===== config.mk =====
export PLATFORM = sky130hd
export DESIGN_NAME = muldiv_unit
export DESIGN_NICKNAME = d
export VERILOG_FILES = /design/src/rtl/muldiv_unit.sv
export SDC_FILE = /design/constraint.sdc
export NUM_CORES = 1
export LEC_CHECK = 0
export CELL_PAD_IN_SITES_DETAIL_PLACEMENT = 1
export CELL_PAD_IN_SITES_GLOBAL_PLACEMENT = 1
export CORE_ASPECT_RATIO = 0.6
export CORE_MARGIN = 8
export CORE_UTILIZATION = 40
export DETAILED_ROUTE_END_ITERATION = 12
export HOLD_SLACK_MARGIN = 0.12
export PLACE_DENSITY = 0.78
export SYNTH_ARGS = -nofsm -noshare
export SYNTH_HDL_FRONTEND = slang
export SYNTH_SLANG_ARGS = --single-unit

===== constraint.sdc =====
create_clock -name clock -period 7.12 [get_ports clock]
set_input_delay 0.712 -clock clock [delete_from_list [all_inputs] [get_ports clock]]
set_output_delay 0.712 -clock clock [all_outputs]
set_load 0.005 [all_outputs]

===== src/rtl/muldiv_unit.sv =====
// Iterative MIPS-style multiply/divide unit (MULT/MULTU/DIV/DIVU), one bit per cycle, HI/LO result registers.
// Optional build macro MULDIV_EARLY_OUT_EN: multiplies leave RUN once the remaining multiplier bits are zero.
module muldiv_unit #(
    parameter int WIDTH = 32,
    parameter int CNT_W = $clog2(WIDTH) + 1
) (
    input  logic             clock,
    input  logic             reset,
    input  logic             start,
    input  logic [1:0]       op,
    input  logic [WIDTH-1:0] a,
    input  logic [WIDTH-1:0] b,
    output logic             busy,
    output logic             done,
    output logic [WIDTH-1:0] hi,
    output logic [WIDTH-1:0] lo,
    output logic             div_by_zero,
    output logic [1:0]       state_out
);

    typedef enum logic [1:0] {
        S_IDLE = 2'b00,
        S_RUN  = 2'b01,
        S_FIX  = 2'b10,
        S_DONE = 2'b11
    } state_t;

    state_t             state_q, state_d;
    logic [1:0]         op_q, op_d;
    logic               sa_q, sa_d, sb_q, sb_d, zb_q, zb_d, dbz_q, dbz_d;
    logic [WIDTH-1:0]   a_q, a_d, b_q, b_d, hi_q, hi_d, lo_q, lo_d;
    logic [2*WIDTH-1:0] acc_q, acc_d, prod, prod_s;
    logic [CNT_W-1:0]   cnt_q, cnt_d;
    logic [WIDTH:0]     trial, sum;
    logic [WIDTH-1:0]   mag_a, mag_b, quo, rem;
    logic               sgn_a, sgn_b;

    assign sgn_a = ~op[0] & a[WIDTH-1];
    assign sgn_b = ~op[0] & b[WIDTH-1];
    assign mag_a = sgn_a ? -a : a;
    assign mag_b = sgn_b ? -b : b;

    // Divide: acc = {remainder, dividend/quotient}; trial subtract of {rem, next dividend bit}.
    assign trial = acc_q[2*WIDTH-1:WIDTH-1] - {1'b0, b_q};
    // Multiply: acc upper half accumulates, whole acc shifts right one bit per cycle.
    assign sum   = {1'b0, acc_q[2*WIDTH-1:WIDTH]} + ({1'b0, a_q} & {(WIDTH+1){b_q[0]}});

`ifdef MULDIV_EARLY_OUT_EN
    assign prod = acc_q >> cnt_q;
`else
    assign prod = acc_q;
`endif
    assign prod_s = (sa_q ^ sb_q) ? -prod : prod;
    assign quo    = (sa_q ^ sb_q) ? -acc_q[WIDTH-1:0] : acc_q[WIDTH-1:0];
    assign rem    = sa_q ? -acc_q[2*WIDTH-1:WIDTH] : acc_q[2*WIDTH-1:WIDTH];

    always_comb begin
        state_d = state_q;
        op_d    = op_q;
        sa_d    = sa_q;
        sb_d    = sb_q;
        zb_d    = zb_q;
        dbz_d   = dbz_q;
        a_d     = a_q;
        b_d     = b_q;
        hi_d    = hi_q;
        lo_d    = lo_q;
        acc_d   = acc_q;
        cnt_d   = cnt_q;
        case (state_q)
            S_IDLE: begin
                if (start) begin
                    op_d    = op;
                    sa_d    = sgn_a;
                    sb_d    = sgn_b;
                    a_d     = mag_a;
                    b_d     = mag_b;
                    acc_d   = op[1] ? {{WIDTH{1'b0}}, mag_a} : '0;
                    cnt_d   = CNT_W'(WIDTH);
                    zb_d    = op[1] & (b == '0);
                    dbz_d   = 1'b0;
                    state_d = S_RUN;
                end
            end
            S_RUN: begin
                if (zb_q) begin
                    // a_q holds |a|; restore the raw dividend for hi.
                    hi_d    = sa_q ? -a_q : a_q;
                    lo_d    = '1;
                    dbz_d   = 1'b1;
                    state_d = S_DONE;
                end else begin
                    cnt_d = cnt_q - CNT_W'(1);
                    if (op_q[1]) begin
                        acc_d = trial[WIDTH] ? {acc_q[2*WIDTH-2:0], 1'b0}
                                             : {trial[WIDTH-1:0], acc_q[WIDTH-2:0], 1'b1};
                    end else begin
                        acc_d = {sum, acc_q[WIDTH-1:1]};
                        b_d   = b_q >> 1;
                    end
                    if (cnt_q == CNT_W'(1)) begin
                        state_d = S_FIX;
                    end
`ifdef MULDIV_EARLY_OUT_EN
                    else if (!op_q[1] && (b_q >> 1) == '0) begin
                        state_d = S_FIX;
                    end
`endif
                end
            end
            S_FIX: begin
                if (op_q[1]) begin
                    hi_d = rem;
                    lo_d = quo;
                end else begin
                    {hi_d, lo_d} = prod_s;
                end
                state_d = S_DONE;
            end
            S_DONE:  state_d = S_IDLE;
            default: state_d = S_IDLE;
        endcase
    end

    always_ff @(posedge clock) begin
        if (!reset) begin
            state_q <= S_IDLE;
            op_q    <= '0;
            sa_q    <= 1'b0;
            sb_q    <= 1'b0;
            zb_q    <= 1'b0;
            dbz_q   <= 1'b0;
            a_q     <= '0;
            b_q     <= '0;
            hi_q    <= '0;
            lo_q    <= '0;
            acc_q   <= '0;
            cnt_q   <= '0;
        end else begin
            state_q <= state_d;
            op_q    <= op_d;
            sa_q    <= sa_d;
            sb_q    <= sb_d;
            zb_q    <= zb_d;
            dbz_q   <= dbz_d;
            a_q     <= a_d;
            b_q     <= b_d;
            hi_q    <= hi_d;
            lo_q    <= lo_d;
            acc_q   <= acc_d;
            cnt_q   <= cnt_d;
        end
    end

    assign busy        = (state_q != S_IDLE);
    assign done        = (state_q == S_DONE);
    assign hi          = hi_q;
    assign lo          = lo_q;
    assign div_by_zero = dbz_q;
    assign state_out   = state_q;

endmodule


# Word-level counts from Yosys, hierarchy flattened
# Index checks and enable logic that the tools add are counted.
[totals] regBits=206 output_inout_bits=69 elab_cells=79
[op_classes] addsub=9 eq_ne=9 mux=32 bitwise=6 n_reduce_logical=11
[op_table] operator="two-way mux 32 bit" count=13
[op_table] operator="two-way mux 64 bit" count=5
[op_table] operator="one-hot mux 32 bit (2 select lines)" count=3
[op_table] operator="negation 32 bit" count=5
[op_table] operator="one-hot mux 64 bit (2 select lines)" count=1
[op_table] operator="negation 64 bit" count=1
[op_table] operator="adder 32 x 33 -> 33 bit" count=1
[op_table] operator="AND 32 x 33 -> 33 bit" count=1
[op_table] operator="subtractor 33 x 32 -> 33 bit" count=1
[op_table] operator="logical NOT 32 bit" count=1
[op_table] operator="two-way mux 6 bit" count=2
[op_table] operator="one-hot mux 6 bit (2 select lines)" count=1
[op_table] operator="inequality test 2 bit, second input constant" count=4
[op_table] operator="one-hot mux 2 bit (4 select lines)" count=1
[op_table] operator="equality test 6 x 1 -> 1 bit, second input constant" count=1
[op_table] operator="two-way mux 2 bit" count=3
[op_table] operator="AND reduction 2 bit" count=3
[op_table] operator="AND reduction 3 bit" count=2
[op_table] operator="nonzero test 2 bit" count=3
[op_table] operator="subtractor 6 x 1 -> 6 bit, second input constant" count=1
[op_table] operator="equality test 2 bit, second input constant" count=2
[op_table] operator="AND reduction 4 bit" count=1
[op_table] operator="AND 1 bit" count=3
[op_table] operator="inequality test 3 bit, second input constant" count=1
[op_table] operator="6 further kinds" count=7

# Longest topological paths before layout
# Gate-level depths: netlist of the first run.
[logic_depth] ltp_word=6 mapped_depth=14

# Worst setup path before layout of the first run
# No wires, ideal clock.
[synth_timing] path_type="reg2reg" from="register acc_q[31]" to="register acc_q[56]" t_arrival_ps=3245 setup_slack_ps=3754 stages_incl_launch_ff=14 synth_period_minus_slack_ps=3366 path_cell_list="dfxtp_1 > inv_1 > ha_1 > fa_1 > nand2b_1 > a21oi_1 > o211ai_1 > a2111oi_0 > o211ai_1 > nand3_1 > clkbuf_1 > mux2i_1 > nor2_1 > a221o_1"
[synth_between] elab_chain_len=5
[synth_lines] element="start: declaration" line="32" source="logic [2*WIDTH-1:0] acc_q, acc_d, prod, prod_s;"
[synth_lines] element="start signal: assignment" line="137" source="acc_q <= '0;"
[synth_lines] element="start signal: assignment" line="150" source="acc_q <= acc_d;"
[synth_lines] element="subtractor 33 x 32 -> 33 bit" line="44" source="assign trial = acc_q[2*WIDTH-1:WIDTH-1] - {1'b0, b_q};"
[synth_lines] element="two-way mux 64 bit" line="95" source="acc_d = trial[WIDTH] ? {acc_q[2*WIDTH-2:0], 1'b0}"
[synth_lines] element="two-way mux 64 bit" line="94" source="if (op_q[1]) begin"
[synth_lines] element="two-way mux 64 bit" line="86" source="if (zb_q) begin"
[synth_lines] element="one-hot mux 64 bit (2 select lines)" line="70" source="case (state_q)"
# Every way passes these cells. The select of a mux whose other input is x is not followed.
# A chain may end at the register's enable or synchronous reset.

# Worst setup path after layout of the first run
[layout_timing] from="register b_q[0]" to="register acc_q[47]"
[layout_between] elab_chain_len=5 elab_cells_between_ends=7
[layout_lines] element="start: declaration" line="31" source="logic [WIDTH-1:0] a_q, a_d, b_q, b_d, hi_q, hi_d, lo_q, lo_d;"
[layout_lines] element="start signal: assignment" line="134" source="b_q <= '0;"
[layout_lines] element="start signal: assignment" line="147" source="b_q <= b_d;"
[layout_lines] element="AND 32 x 33 -> 33 bit or subtractor 33 x 32 -> 33 bit (tied branches)" line="46, 44"
[layout_lines] element="adder 32 x 33 -> 33 bit or two-way mux 64 bit (tied branches)" line="46, 95"
[layout_lines] element="two-way mux 64 bit *" line="94"
[layout_lines] element="two-way mux 64 bit *" line="86"
[layout_lines] element="one-hot mux 64 bit (2 select lines) *" line="70"
# Every way passes the cells marked *; elsewhere a longest branch is shown, timed or not. The select of a mux whose other input is x is not followed.

==> results.yml, run 1 <==
layout:
  area_growth_syn_to_layout_pct: 16.3
  fin_nets: 2349
  fillers: 4866
  drive_gt1_share_pct: 5.46
  antennaDiodeCount: 0
  final_cells: 2740
  final_common_cell: "nand2_1"
  utilization_pct: 47.2
  final_cell_mix: "nand2_1, a21oi_1, nor2_1"
synthesis:
  synth_compound_area_share_pct: 27.8
  avgSynthCellArea_um2: 7.39
  synth_nets: 2290
  synth_mux_area_share_pct: 2.88
  synth-simple-area-share_pct: 20.9
  ys_ff_latch: 205
  synth-xor-area-share_pct: 11.2
  synth-async-reset-ratio_pct: 0
  yosys_most_used_dff: "dfxtp_1"
  synth_edf_count: 0
  ys_types: 84
  ys_seq_area_share_pct: 25.9
  synth_top_family_by_area: "compound AO/OA/AOI/OAI gates"
  netlist_area_um2: 15800
  yosys_warnings: 0
  synthCells: 2143
  synth_fa_ha_area_share_pct: 6.26
placement:
  placedCellCount: 2699
  port_buffers: 137
  hpwl_um: 51700
  place_congestion: 0.960
clock_network:
  htreeDepth: 1
  clock_latency_ns: 0.55
  cts_resized: 0
  cts_buffers: 23
  clk_pin_slew_worst_paths_ns: 0.07
  clock-sinks: 205
  cts_setup_buffers: 0
  hold_buffers: 0
  cts.path.max_buffers: 3
  clockRootBuffer: "clkbuf_16"
  cts_tree: "yes"
critical_path:
  cp.required_ns: 7.56
  cp-start-kind: "flop"
  worst_ep_arrival_time_ns: 5.20
  critPathLaunch: "b_q[0]"
  critPathCaptureType: "flop"
  worstSetupPathType: "reg2reg"
  r2r-start: "b_q[0]"
  crit_fanout: 34
run:
  cap_violations: 0
sta:
  fin_crit_sh_pct: 66.8
  hold_violations: 0
  clock_skew_ns: 0.0162
  finalSetupViolCount: 0
  tightest_slew_ns: 1.29
  drv_slew: 0
  tns_ns: 0
  rsz0062_at_grt: "no"
  fmax_ghz: 0.210
  slew_headroom_pct: 14.0
  period_needed_ns: 4.76
drt:
  drt_iter0_markers: 1637
  vias: 17039
  via_per_inst: 6.22
  wire_per_inst_um: 24.4
  ant_nets: 0
  dr.pass1.iters: 5
  drcViolationCount: 0
  wl_um: 66900
global_route:
  grt-ovfl-total: 0
  grt_usage_pct: 27.8
  grt_pass1_vias: 16819
  grt_pass1_wl_um: 102000
  antenna_found_initial: 4
  grt_max_degree: 69
die:
  rows: 56
  coreArea_um2: 39000
  die_y_um: 170
  initial_core_util_pct: 40.6
  io_pins: 138
  die_area_um2: 46400
  die_w_um: 273
min_path:
  hold_class: "reg2reg"
  hp-start: "b_q[30]"
run_status:
  status: "completed"
power:
  total_power_uw: 7510
  power_density_nw_per_um2: 408
  p_leak_uw: 0.00709
  ir_drop_mv: 0.243
-- synthesized netlist by cell type (11+ instances only) --
cell type,count,area share [%]
a22oi_1,19,0.90
o21bai_1,11,0.52
nand2_1,236,5.6
and3_1,17,0.67
a21o_1,34,1.6
mux2i_1,13,0.82
xor2_1,70,3.9
o31ai_1,27,1.3
inv_1,75,1.8
o21ai_0,188,5.9
nor2b_1,16,0.63
nand3_1,24,0.76
a21oi_1,220,7.0
dfxtp_1,205,26
o221ai_1,13,0.72
nor3_1,49,1.5
nand2b_1,15,0.59
o211ai_1,29,1.4
nor2_1,213,5.0
a31oi_1,14,0.55
o41ai_1,16,0.89
ha_1,76,6.0
a221o_1,12,0.76
xnor2_1,132,7.3
clkbuf_1,111,2.6
and2_1,39,1.5
nor4_1,22,0.87
nand4_1,14,0.55
or4_1,13,0.62
or3_1,17,0.67
mux2_2,29,2.1
a211oi_1,47,2.2
-- report_power, final --
| group | internal, µW | switching [µW] |
|---|---|---|
| Combinational | 1540 | 2620 |
| Sequential | 1480 | 465 |
| Clock | 863 | 545 |
| Total | 3880 | 3630 |
-- metal layers --
layer	vias to the layer above	global-route usage, %	wire [µm]
li1	7818	-	-
met1	8447	41.7	32400
met2	697	38.6	26300
met3	71	8.31	7110
met4	6	4.85	982
met5	-	0	44
-- metrics by stage --
| stage | instance area [µm²] | hold slack, ns | worst slack (ns) |
|---|---|---|---|
| 6_report | 18400 | 0.460 | 2.36 |
| 5_1_grt | 18400 | 0.477 | 2.07 |
| 4_1_cts | 18400 | 0.460 | 2.39 |
| 3_5_place_dp | 17600 | 0.451 | 2.44 |
| 3_3_place_gp | 17600 | 0.436 | 2.83 |
| 2_1_floorplan | 15800 | 0.436 | 3.75 |
-- flip-flops by register name, indices dropped and copies added, names as in the netlist --
signal / cells
acc_q: 64
state_out: 2
zb_q: 1
op_q: 1
a_q: 32
sa_q: 1
hi: 32
cnt_q: 6
sb_q: 1
b_q: 32
lo: 32
div_by_zero: 1
-- cells by family (layout without fill, tap and decap cells) --
kind of cell               count (synthesis)  after routing
AOI/OAI and AO/OA                        706            706
xor gates and xnor gates                 202            202
adders and majority gates                 78             78
buffers and inverters                    202            277
DFF                                      205            205
muxes                                     42             42
and+or+nand+nor                          708            708
-- critical path, stage by stage, from the launching register on --
cell and delay [ns]:
dfxtp_1 0.64, ha_1 0.43, fa_1 0.42, nand2b_1 0.20, a21oi_1 0.25, o211ai_1 0.24, a2111oi_0 0.79, o211ai_1 0.24
nand3_2 0.45, buf_4 0.41, mux2i_1 0.23, nor2_1 0.06, a221o_1 0.29
-- final timing paths --
path	slack [ns]	depth (start not counted)	end
worst max-delay path	2.36	12	acc_q[47]
worst min-delay path	0.46	2	b_q[30]
worst max register to register	2.36	12	acc_q[47]
worst min register to register	0.46	2	b_q[30]
-- area by class of cell --
| class | count | area, µm² | area share (%) |
|---|---|---|---|
| clock buffers | 32 | 659 | 3.58 |
| clock inverters | 9 | 201 | 1.09 |
| inverters | 77 | 290 | 1.58 |
| multi-input cells | 1736 | 11000 | 59.6 |
| flip-flops and latches | 205 | 4110 | 22.3 |
| well taps | 522 | 653 | 3.55 |
| repair buffers | 159 | 1530 | 8.32 |
No activity file was read; power rests on OpenSTA's default activity.
==> run 2, diff against run 1 <==
clock period = 4.42 ns   (was 7.12 ns; I/O delays follow)
==> results.yml, run 2 (same netlist as run 1, synthesis figures left out) <==
sta:
  hold_violations: 0
  rsz0062_at_grt: "no"
  tns_ns: 0
  slew_headroom_pct: 14.3
  fmax_ghz: 0.248
  finalSetupViolCount: 0
  clock_skew_ns: 0.0112
  tightest_slew_ns: 1.28
  period_needed_ns: 4.03
  drv_slew: 0
  fin_ws_ns: 0.391
  fin_crit_sh_pct: 91.2
die:
  io_pins: 138
  coreArea_um2: 39000
  die_y_um: 170
  rows: 56
  die_area_um2: 46400
  initial_core_util_pct: 40.6
  die_w_um: 273
critical_path:
  critPathLaunch: "b_q[0]"
  worst_ep_arrival_time_ns: 4.46
  r2r-start: "b_q[0]"
  crit_chain: "buf_4 -> and2_1 -> ha_1 -> inv_1 -> fa_1 -> nor2b_1 -> o2111ai_1 -> a31oi_1 -> a221oi_1 -> o311a_1 -> o31ai_1 -> a31oi_1 -> a2111oi_0"
  worstSetupPathType: "reg2reg"
  critPathCaptureType: "flop"
  crit_fanout: 33
  path_common_cell: "a31oi_1"
  crit_slowest_cell: "o311a_1"
  cp-start-kind: "flop"
  cp.required_ns: 4.85
  slowest_delay_ns: 0.46
layout:
  multi_input_area_um2: 11000
  fillers: 4832
  largest_reg_flops: 64
  seqCellArea_um2: 4110
  final_common_cell: "nand2_1"
  fin_nets: 2383
  area_growth_syn_to_layout_pct: 17.7
  drive_gt1_share_pct: 6.92
  antennaDiodeCount: 0
  final_cells: 2776
  final_cell_mix: "nand2_1, a21oi_1, nor2_1"
  final_area_um2: 18600
  largest-register: "acc_q"
global_route:
  antenna_found_initial: 3
  grt_pass1_wl_um: 105000
  grt_max_degree: 64
  grt-ovfl-total: 0
  grt_usage_pct: 28.5
  grt_pass1_vias: 17045
drt:
  dr.pass1.iters: 5
  wl_um: 68600
  wire_per_inst_um: 24.7
  vias: 17190
  ant_nets: 0
  drt_iter0_markers: 1788
  drcViolationCount: 0
  via_per_inst: 6.19
placement:
  hpwl_um: 53200
  place_area_um2: 17800
  port_buffers: 137
  dp_slack_ns: 0.388
  place_congestion: 0.987
  placedCellCount: 2732
clock_network:
  htreeDepth: 1
  cts.path.max_buffers: 3
  clock-sinks: 205
  clockRootBuffer: "clkbuf_16"
  clock_latency_ns: 0.55
  clk_pin_slew_worst_paths_ns: 0.07
  cts_tree: "yes"
  cts_setup_buffers: 0
  cts_buffers: 24
min_path:
  hold_class: "in2reg"
  hp-start: "reset"
power:
  total_power_uw: 12300
  power_density_nw_per_um2: 662
  p_leak_uw: 0.00724
  ir_drop_mv: 0.342
run_status:
  status: "completed"
run:
  cap_violations: 0
## run 2: changes by cell type in the layout (fill, tap and decap cells not counted), moves of 2 or more
| cell | delta |
|---|---|
| clkinv_2 | +4 |
| bufinv_16 | -3 |
| clkinvlp_4 | +2 |
| clkbuf_16 | +2 |
| buf_4 | +32 |
| clkbuf_8 | -3 |
## run 2: timing repair
| item | 4_1_cts | 5_1_grt |
|---|---|---|
| gates resized for setup | 0 | 1 |
| setup endpoints to repair | 0 | 1 |
| hold buffers | 0 | 0 |
## run 2: power breakdown
group	switching (µW)	internal [µW]	total, µW	leakage [µW]
registers	664	2390	3050	0.00168
clock network	919	1250	2160	0.000395
logic	4520	2600	7120	0.00517
## run 2: worst paths after layout
path	end	slack (ns)	cells past startpoint
setup / recovery	acc_q[63]	0.39	13
hold / removal	hi[13]	0.36	2
setup reg to reg	acc_q[63]	0.39	13
hold reg to reg	b_q[30]	0.47	2
## run 2: metrics by stage
| stage | utilization [%] | hold slack, ns |
|---|---|---|
| floorplan | - | 0.436 |
| global placement | 45.6 | 0.435 |
| detailed placement | 45.6 | 0.457 |
| CTS | 47.7 | 0.346 |
| global route | 47.7 | 0.377 |
| finish | 47.7 | 0.361 |
## run 2: worst max-delay path: cells and delay by family, from the launching register on
| family | cells | cell delay (ns) |
|---|---|---|
| AO/OA/AOI/OAI | 7 | 2.26 |
| adder cells (fa/ha/maj) | 2 | 0.57 |
| AND/OR/NAND/NOR | 2 | 0.40 |
| flip-flops | 1 | 0.33 |
| buffers and inverters | 2 | 0.35 |
## run 2: cell type report
class / instances / share of cell area (%)
clock buffer: 32 / 3.61
clock inverter: 12 / 0.786
inverter: 77 / 1.56
multi-input combinational: 1736 / 58.9
sequential: 205 / 22.0
tap: 522 / 3.51
timing repair buffer: 192 / 9.62
## run 2: per-layer routing
layer  track usage, %  share of wire (%)
met3             11.1                 12
met1             42.2                 48
met2             38.8                 39
met5                0              0.019
met4             4.36                1.4
==> run 3, diff against run 2 <==
PLACE_DENSITY = 0.79   (was 0.78)
==> results.yml, run 3 (same netlist as run 1, synthesis figures left out) <==
power:
  p_leak_uw: 0.00727
  ir_drop_mv: 0.351
  power_density_nw_per_um2: 667
sta:
  fmax_ghz: 0.243
  worst_hold_slack_ns: 0.461
  fin_ws_ns: 0.299
  tns_ns: 0
  fin_crit_sh_pct: 93.2
  period_needed_ns: 4.12
  clock_skew_ns: 0.0320
  tightest_slew_ns: 1.31
  drv_slew: 0
  hold_violations: 0
  finalSetupViolCount: 0
  slew_headroom_pct: 12.4
  rsz0062_at_grt: "no"
layout:
  fillers: 4841
  fin_nets: 2382
  final_cell_mix: "nand2_1, a21oi_1, nor2_1"
  antennaDiodeCount: 0
  area_growth_syn_to_layout_pct: 17.9
  final_common_cell: "nand2_1"
  drive_gt1_share_pct: 6.93
  largest-register: "acc_q"
  largest_reg_flops: 64
  final_cells: 2774
global_route:
  grt_pass1_wl_um: 105000
  grt_pass1_vias: 17175
  grt_max_degree: 72
  grt_usage_pct: 28.5
  antenna_found_initial: 3
  grt-ovfl-total: 0
clock_network:
  cts_buffers: 23
  clock_latency_ns: 0.56
  cts_tree: "yes"
  htreeDepth: 1
  cts_setup_buffers: 0
  clk_pin_slew_worst_paths_ns: 0.07
  cts.path.max_buffers: 3
  clock-sinks: 205
  hold_buffers: 0
  cts_resized: 0
  clockRootBuffer: "clkbuf_16"
drt:
  wire_per_inst_um: 24.7
  drcViolationCount: 0
  drt_iter0_markers: 1590
  vias: 17178
  dr.pass1.iters: 5
  ant_nets: 0
  wl_um: 68600
  via_per_inst: 6.19
placement:
  port_buffers: 137
  hpwl_um: 53700
  place_congestion: 0.942
  placedCellCount: 2732
  dp_slack_ns: 0.404
critical_path:
  cp-start-kind: "flop"
  crit_fanout: 26
  critPathCaptureType: "flop"
  worstSetupPathType: "reg2reg"
  worst_ep_arrival_time_ns: 4.58
  cp.required_ns: 4.87
run_status:
  status: "completed"
die:
  rows: 56
  die_y_um: 170
  die_area_um2: 46400
  coreArea_um2: 39000
  io_pins: 138
  initial_core_util_pct: 40.6
  die_w_um: 273
run:
  cap_violations: 0
min_path:
  hold_class: "reg2reg"
[run 3: area by class of cell]
class	instances	area, µm²	area share, %
multi-input combinational	1736	11000	58.8
sequential	205	4110	22.0
timing repair buffer	192	1780	9.53
tap	522	653	3.50
inverter	77	290	1.55
clock buffer	27	601	3.22
clock inverter	15	272	1.45
[run 3: power by group]
group,internal (µW),switching [µW],total [µW],leakage (µW)
registers,2390,671,3060,0.00168
clock network,1390,911,2300,0.000427
logic,2570,4520,7090,0.00517
[run 3: critical path, stage by stage, from the launching register on]
cell,delay [ns]
dfxtp_1,0.37
inv_1,0.12
ha_1,0.23
fa_1,0.41
nand2b_1,0.20
a21oi_1,0.25
o211ai_1,0.26
a2111oi_0,0.75
o211ai_1,0.24
nand3_2,0.26
buf_4,0.34
mux2i_1,0.22
nor2_1,0.06
a221o_1,0.28
[run 3: metal layers]
metal	wire length, µm	global-route usage (%)
met4	1040	4.89
met3	7910	10.9
met2	26600	39.0
met5	7	0
met1	33100	41.9
[run 3: final timing paths]
path,from,slack [ns],depth (start not counted),to
worst min register to register,hi[26],0.46,2,hi[26]
worst min-delay path,hi[26],0.46,2,hi[26]
worst max register to register,acc_q[31],0.30,13,acc_q[40]
worst max-delay path,acc_q[31],0.30,13,acc_q[40]
[run 3: through the flow]
stage	area [µm²]	power, µW	utilization, %
floorplan	15800	7300	-
global placement	17800	9600	45.6
detailed placement	17800	9870	45.6
CTS	18700	12200	47.8
global route	18700	13100	47.8
finish	18700	12500	47.8
